File: src/rtl/vga_pkg.sv
// Framebuffer geometry, pixel type and fill-engine state type shared by the
// drawing engines and the VGA scan-out.
package vga_pkg;

    localparam int FB_WIDTH  = 214;
    localparam int FB_HEIGHT = 160;
    localparam int FB_ADDR_W = 16;

    typedef logic [2:0] pixel_t;

    typedef enum logic [1:0] {
        IDLE  = 2'd0,
        SETUP = 2'd1,
        FILL  = 2'd2,
        DONE  = 2'd3
    } fill_state_t;

    // Multiply by a constant using shifts and adds only; with a constant k the
    // untaken terms fold away.
    function automatic logic [FB_ADDR_W-1:0] mul_const(input logic [7:0]           y,
                                                       input logic [FB_ADDR_W-1:0] k);
        logic [FB_ADDR_W-1:0] acc;
        acc = '0;
        for (int b = 0; b < FB_ADDR_W; b++) begin
            if (k[b]) acc = acc + ({{(FB_ADDR_W-8){1'b0}}, y} << b);
        end
        return acc;
    endfunction

endpackage

File: src/rtl/fb_clip.sv
// Combinational clipper: trims a rectangle to the framebuffer and returns the
// clipped width/height and the linear address of its top-left pixel.
module fb_clip
    import vga_pkg::*;
#(
    parameter int FB_WIDTH  = vga_pkg::FB_WIDTH,
    parameter int FB_HEIGHT = vga_pkg::FB_HEIGHT,
    parameter int FB_ADDR_W = vga_pkg::FB_ADDR_W
) (
    input  logic [7:0]           i_x0,
    input  logic [7:0]           i_y0,
    input  logic [7:0]           i_w,
    input  logic [7:0]           i_h,
    output logic [7:0]           o_w_clip,
    output logic [7:0]           o_h_clip,
    output logic [FB_ADDR_W-1:0] o_row_start
);

    localparam logic [8:0] W_LIM = 9'(FB_WIDTH);
    localparam logic [8:0] H_LIM = 9'(FB_HEIGHT);

    logic [8:0] w_x_sum;
    logic [8:0] w_x_end;
    logic [8:0] w_y_sum;
    logic [8:0] w_y_end;

    // 9-bit sums so x0+w never wraps before the clamp.
    assign w_x_sum = {1'b0, i_x0} + {1'b0, i_w};
    assign w_y_sum = {1'b0, i_y0} + {1'b0, i_h};
    assign w_x_end = (w_x_sum > W_LIM) ? W_LIM : w_x_sum;
    assign w_y_end = (w_y_sum > H_LIM) ? H_LIM : w_y_sum;

    assign o_w_clip = ({1'b0, i_x0} < W_LIM) ? 8'(w_x_end - {1'b0, i_x0}) : 8'd0;
    assign o_h_clip = ({1'b0, i_y0} < H_LIM) ? 8'(w_y_end - {1'b0, i_y0}) : 8'd0;

    assign o_row_start = FB_ADDR_W'(mul_const(i_y0, vga_pkg::FB_ADDR_W'(FB_WIDTH)))
                       + FB_ADDR_W'(i_x0);

endmodule

File: src/rtl/fb_rect_fill.sv
// Rectangle-fill engine: accepts one command, clips it, then writes one pixel
// per clock into the framebuffer write port in row-major order.
module fb_rect_fill
    import vga_pkg::*;
#(
    parameter int FB_WIDTH  = vga_pkg::FB_WIDTH,
    parameter int FB_HEIGHT = vga_pkg::FB_HEIGHT,
    parameter int FB_ADDR_W = vga_pkg::FB_ADDR_W
) (
    input  logic                 clk,
    input  logic                 rst_async,
    // cmd_valid/cmd_ready: a command transfers on a rising edge where both are
    // high; cmd_ready is high only in IDLE, so the fields are read exactly once.
    input  logic                 cmd_valid,
    output logic                 cmd_ready,
    input  logic [7:0]           cmd_x0,
    input  logic [7:0]           cmd_y0,
    input  logic [7:0]           cmd_w,
    input  logic [7:0]           cmd_h,
    input  pixel_t               cmd_color,
    output logic                 busy,
    output logic                 done,
    output logic                 fb_we,
    output logic [FB_ADDR_W-1:0] fb_waddr,
    output pixel_t               fb_wdata,
    output fill_state_t          dbg_state
);

    localparam logic [FB_ADDR_W-1:0] STRIDE = FB_ADDR_W'(FB_WIDTH);

    fill_state_t          r_state;
    logic [7:0]           r_x0;
    logic [7:0]           r_y0;
    logic [7:0]           r_w;
    logic [7:0]           r_h;
    pixel_t               r_color;
    logic [7:0]           r_w_clip;
    logic [7:0]           r_h_clip;
    logic [7:0]           r_col;
    logic [7:0]           r_row;
    logic [FB_ADDR_W-1:0] r_row_start;
    logic [FB_ADDR_W-1:0] r_waddr;
    pixel_t               r_wdata;
    logic                 r_we;
    logic                 r_ready;
    logic                 r_busy;
    logic                 r_done;

    logic [7:0]           w_w_clip;
    logic [7:0]           w_h_clip;
    logic [FB_ADDR_W-1:0] w_row_start;
    logic                 w_last_col;
    logic                 w_last_row;

    fb_clip #(
        .FB_WIDTH  (FB_WIDTH),
        .FB_HEIGHT (FB_HEIGHT),
        .FB_ADDR_W (FB_ADDR_W)
    ) u_clip (
        .i_x0        (r_x0),
        .i_y0        (r_y0),
        .i_w         (r_w),
        .i_h         (r_h),
        .o_w_clip    (w_w_clip),
        .o_h_clip    (w_h_clip),
        .o_row_start (w_row_start)
    );

    assign w_last_col = (r_col == r_w_clip - 8'd1);
    assign w_last_row = (r_row == r_h_clip - 8'd1);

    always_ff @(posedge clk or posedge rst_async) begin
        if (rst_async) begin
            r_state     <= IDLE;
            r_x0        <= '0;
            r_y0        <= '0;
            r_w         <= '0;
            r_h         <= '0;
            r_color     <= '0;
            r_w_clip    <= '0;
            r_h_clip    <= '0;
            r_col       <= '0;
            r_row       <= '0;
            r_row_start <= '0;
            r_waddr     <= '0;
            r_wdata     <= '0;
            r_we        <= 1'b0;
            r_ready     <= 1'b1;
            r_busy      <= 1'b0;
            r_done      <= 1'b0;
        end else begin
            r_done <= 1'b0;
            case (r_state)
                IDLE: begin
                    if (cmd_valid && r_ready) begin
                        r_x0    <= cmd_x0;
                        r_y0    <= cmd_y0;
                        r_w     <= cmd_w;
                        r_h     <= cmd_h;
                        r_color <= cmd_color;
                        r_ready <= 1'b0;
                        r_busy  <= 1'b1;
                        r_state <= SETUP;
                    end
                end
                SETUP: begin
                    r_w_clip    <= w_w_clip;
                    r_h_clip    <= w_h_clip;
                    r_row_start <= w_row_start;
                    r_col       <= '0;
                    r_row       <= '0;
                    if (w_w_clip == 8'd0 || w_h_clip == 8'd0) begin
                        r_done  <= 1'b1;
                        r_state <= DONE;
                    end else begin
                        r_we    <= 1'b1;
                        r_waddr <= w_row_start;
                        r_wdata <= r_color;
                        r_state <= FILL;
                    end
                end
                FILL: begin
                    if (w_last_col && w_last_row) begin
                        r_we    <= 1'b0;
                        r_done  <= 1'b1;
                        r_state <= DONE;
                    end else if (w_last_col) begin
                        // Next line starts one stride below this line's start.
                        r_col       <= '0;
                        r_row       <= r_row + 8'd1;
                        r_row_start <= r_row_start + STRIDE;
                        r_waddr     <= r_row_start + STRIDE;
                    end else begin
                        r_col   <= r_col + 8'd1;
                        r_waddr <= r_waddr + 1'b1;
                    end
                end
                DONE: begin
                    r_ready <= 1'b1;
                    r_busy  <= 1'b0;
                    r_state <= IDLE;
                end
                default: r_state <= IDLE;
            endcase
        end
    end

    assign cmd_ready = r_ready;
    assign busy      = r_busy;
    assign done      = r_done;
    assign fb_we     = r_we;
    assign fb_waddr  = r_waddr;
    assign fb_wdata  = r_wdata;
    assign dbg_state = r_state;

endmodule

File: config.mk
export PLATFORM = sky130hd
export DESIGN_NAME = fb_rect_fill
export DESIGN_NICKNAME = d
export VERILOG_FILES = /design/src/rtl/vga_pkg.sv /design/src/rtl/fb_clip.sv /design/src/rtl/fb_rect_fill.sv
export SDC_FILE = /design/constraint.sdc
export NUM_CORES = 1
export LEC_CHECK = 0
export BUFFER_PORTS_ARGS = -buffer_cell sky130_fd_sc_hd__buf_2
export CAP_MARGIN = 40
export CORE_MARGIN = 3
export CORE_UTILIZATION = 52
export DETAILED_ROUTE_END_ITERATION = 12
export PLACE_DENSITY_LB_ADDON = 0.3
export SETUP_SLACK_MARGIN = 0.1
export SYNTH_ARGS = -nofsm -noshare
export SYNTH_HDL_FRONTEND = slang
export SYNTH_SLANG_ARGS = --single-unit
File: constraint.sdc
create_clock -name clk -period 9.9 [get_ports clk]
set_clock_uncertainty 0.15 [all_clocks]
set_input_delay 0 -clock clk [delete_from_list [all_inputs] [get_ports clk]]
set_output_delay 0 -clock clk [all_outputs]
set_load 0.1 [all_outputs]
==> flow_summary.yaml <==
worst_setup_path:
  start_kind: "flip-flop"
  critical-path-top-delay-family: "compound AO/OA/AOI/OAI gates"
  slowest_stage: "o311ai_1"
  reg2reg_to: "fb_waddr[1]"
  r2r_start: "r_x0[1]"
  worstPathMaxFanout: 30
  critPathBufInv: 2
  end_kind: "flip-flop"
  crit_required_ns: 9.99
  reg2reg_depth: 20
  r2r_slack_ns: 4.07
  critPathArrivalTime_ns: 5.92
  critPathKind: "flip-flop to flip-flop"
  slowest_delay_ns: 0.48
  path_cells: "ha_1 -> a211o_1 -> and2_1 -> o311ai_1 -> a21oi_1 -> o31a_1 -> nand2_1 -> inv_1 -> fa_1 -> nor2b_1 -> o21ai_0 -> a21o_1 -> a311oi_1 -> and4_1 -> o221a_1 -> a31oi_1 -> o311a_2 -> o21ai_2 -> buf_4 -> mux2_1"
clock_tree:
  path_clk_slew_ns: 0.08
  holdBufCountCts: 39
  clockBufferDepth: 2
  cts.sinks: 108
  clk_latency_ns: 0.36
  cts_resized: 0
  cts_max_level: 3
  root_buffer: "clkbuf_16"
  cts_tree: "done"
  cts_buffers: 9
  cts_setup_buffers: 0
floorplanning:
  die_h_um: 136
  fp-row-count: 46
  start_util: 0.542
  io_pins: 63
  die_w_um: 136
  die-area_mm2: 0.0184
  core-area_mm2: 0.0162
placement:
  gp_congestion: 0.953
  port_buffers: 62
  place_area_mm2: 0.00932
  dp_hpwl_um: 15600
timing:
  finalCritPeriodShare: 0.589
  hold_viol: 0
  setup_viol: 0
  whs_ns: 0.0679
  grt_setup_unrepaired: "false"
  clock.fmax_mhz: 172
  final.min_clock_period_ns: 5.83
  max_slew_margin: 0.512
  worst_pin_slew_ns: 0.732
  tns_ns: 0
  finalMaxSlewViolations: 0
layout:
  nets: 1207
  regArea_mm2: 0.00270
  utilization: 0.617
  multi_input_area_mm2: 0.00566
  area_delta_synth_final_pct: 13.9
  antenna_cells: 0
  drive_above_1_share: 0.133
  fillers: 1422
  stdcell_area_mm2: 0.00998
detailed_routing:
  routedWlPerCell_um: 16.1
  detail-route-antenna-nets: 0
  vias_per_cell: 5.74
  drc: 0
  drt_iter0_markers: 489
  vias: 7392
  dr.pass1.iters: 5
  drt-total-wl_um: 20700
global_routing:
  grt-ovfl-total: 0
  grt_pass1_vias: 7029
  grt_pass1_wl_um: 34900
  antenna_found_initial: 0
  grtUsageTotal: 0.234
  grt_max_degree: 49
yosys:
  synthCells: 976
  ys_seq_area_frac: 0.309
  synth_area_mm2: 0.00876
  synth_cell_type_count: 69
  synth_edf_count: 0
  syn_avg_cell_area_um2: 8.98
  yosys_warnings: 0
  synthFlopType: "dfrtp_1"
  synth_nets: 1114
  ys_ff_latch: 108
  async_flop_share: 1.00
worst_hold_path:
  hp-class: "input port to async pin"
outcome:
  outcome: "completed"
run:
  maxCapViolCount: 0
logic make-up (layout without fill, tap and decap cells):
logic type                 count (synthesis)  in the layout  synth area share
AOI/OAI and AO/OA                        250            250             0.181
buffers and inverters                    104            200            0.0458
adders and majority gates                100            100             0.161
DFF                                      108            108             0.309
muxes                                     51             51            0.0644
xor gates and xnor gates                  77             77            0.0770
and+or+nand+nor                          286            286             0.163
worst max-delay path by stage:
stage	start	endpoint	slack, ns	cells past startpoint
6_report	r_x0[1]	fb_waddr[1]	4.07	20
3_5_place_dp	r_x0[1]	fb_waddr[1]	4.11	20
4_1_cts	r_x0[1]	fb_waddr[1]	4.10	20
2_1_floorplan	r_y0[0]	fb_waddr[1]	4.90	22
5_1_grt	r_x0[1]	fb_waddr[1]	3.60	20
3_3_place_gp	r_x0[1]	fb_waddr[1]	4.14	20
layout make-up:
| type | count | area share |
|---|---|---|
| clock buffer | 9 | 0.0226 |
| clock inverter | 5 | 0.00376 |
| inverter | 77 | 0.0292 |
| multi-input combinational | 764 | 0.568 |
| sequential | 108 | 0.271 |
| tap | 216 | 0.0271 |
| timing repair buffer | 109 | 0.0788 |
sequential cells by signal, summed over array words and instances (netlist names):
name,flops
r_w,8
r_w_clip,8
fb_waddr,16
r_color,3
r_row_start,16
r_h,8
r_h_clip,8
fb_we,1
r_col,8
dbg_state,2
done,1
r_y0,8
cmd_ready,1
fb_wdata,3
r_x0,8
r_row,8
busy,1
per-stage QoR:
stage	instances	setup WS (ns)
after floorplan	976	4.90
after global placement	1233	4.14
after detailed placement	1235	4.11
after CTS	1288	4.10
after global routing	1288	3.60
final	1288	4.07
cell usage after synthesis, types with 4 or more instances:
| master | number | area share |
|---|---|---|
| nand4_1 | 13 | 0.0093 |
| o2111ai_1 | 4 | 0.0040 |
| a21o_1 | 13 | 0.011 |
| fa_1 | 21 | 0.048 |
| nand3b_1 | 10 | 0.0086 |
| mux2_2 | 42 | 0.054 |
| o211ai_1 | 7 | 0.0060 |
| nor3b_1 | 6 | 0.0051 |
| nor3_1 | 11 | 0.0063 |
| or2_2 | 6 | 0.0043 |
| mux2i_1 | 8 | 0.0091 |
| nor2b_1 | 14 | 0.010 |
| and2_1 | 13 | 0.0093 |
| a31oi_1 | 16 | 0.011 |
| a21oi_1 | 68 | 0.039 |
| o22a_1 | 4 | 0.0040 |
| nand3_1 | 27 | 0.015 |
| o31ai_1 | 4 | 0.0034 |
| o21bai_1 | 6 | 0.0051 |
| dfrtp_1 | 107 | 0.31 |
| nand2_1 | 81 | 0.035 |
| o22ai_1 | 6 | 0.0043 |
| inv_1 | 76 | 0.033 |
| and3_1 | 9 | 0.0064 |
| xnor2_1 | 42 | 0.042 |
| xor2_1 | 35 | 0.035 |
| or3_1 | 8 | 0.0057 |
| o21ai_0 | 72 | 0.041 |
| a211oi_1 | 7 | 0.0060 |
| and4_1 | 5 | 0.0050 |
| ha_1 | 79 | 0.11 |
| nand2b_1 | 12 | 0.0086 |
| o21a_1 | 5 | 0.0043 |
| clkbuf_1 | 22 | 0.0094 |
| a22o_1 | 4 | 0.0040 |
| nor2_1 | 64 | 0.027 |
worst reg2reg max path: stages, from the launching register on:
cell	delay (ns)
dfrtp_1	0.47
ha_1	0.34
a211o_1	0.34
and2_1	0.18
o311ai_1	0.48
a21oi_1	0.11
o31a_1	0.43
nand2_1	0.14
inv_1	0.06
fa_1	0.42
nor2b_1	0.11
o21ai_0	0.14
a21o_1	0.22
a311oi_1	0.35
and4_1	0.27
o221a_1	0.17
a31oi_1	0.10
o311a_2	0.41
o21ai_2	0.13
buf_4	0.33
mux2_1	0.36
cell usage in the layout (no fill, tap or decap), types with 14 or more instances in the layout:
| cell | count |
|---|---|
| dfrtp_1 | 107 |
| o21ai_0 | 71 |
| mux2_2 | 42 |
| nand2_1 | 81 |
| ha_1 | 79 |
| inv_1 | 75 |
| nor2_1 | 64 |
| buf_2 | 62 |
| fa_1 | 21 |
| dlygate4sd3_1 | 39 |
| xnor2_1 | 42 |
| a21oi_1 | 68 |
| xor2_1 | 35 |
| nand3_1 | 26 |
| nor2b_1 | 14 |
| a31oi_1 | 16 |
per-layer routing:
layer | global-route usage | up-vias | routed length (um)
li1 | - | 3659 | -
met1 | 0.323 | 3520 | 9570
met2 | 0.384 | 184 | 9810
met3 | 0.0400 | 29 | 919
met4 | 0.0622 | 0 | 407
met5 | 0 | - | 0
Power is not shown: default switching activity piles up to over one toggle a cycle in this logic, so the estimate is an artifact.
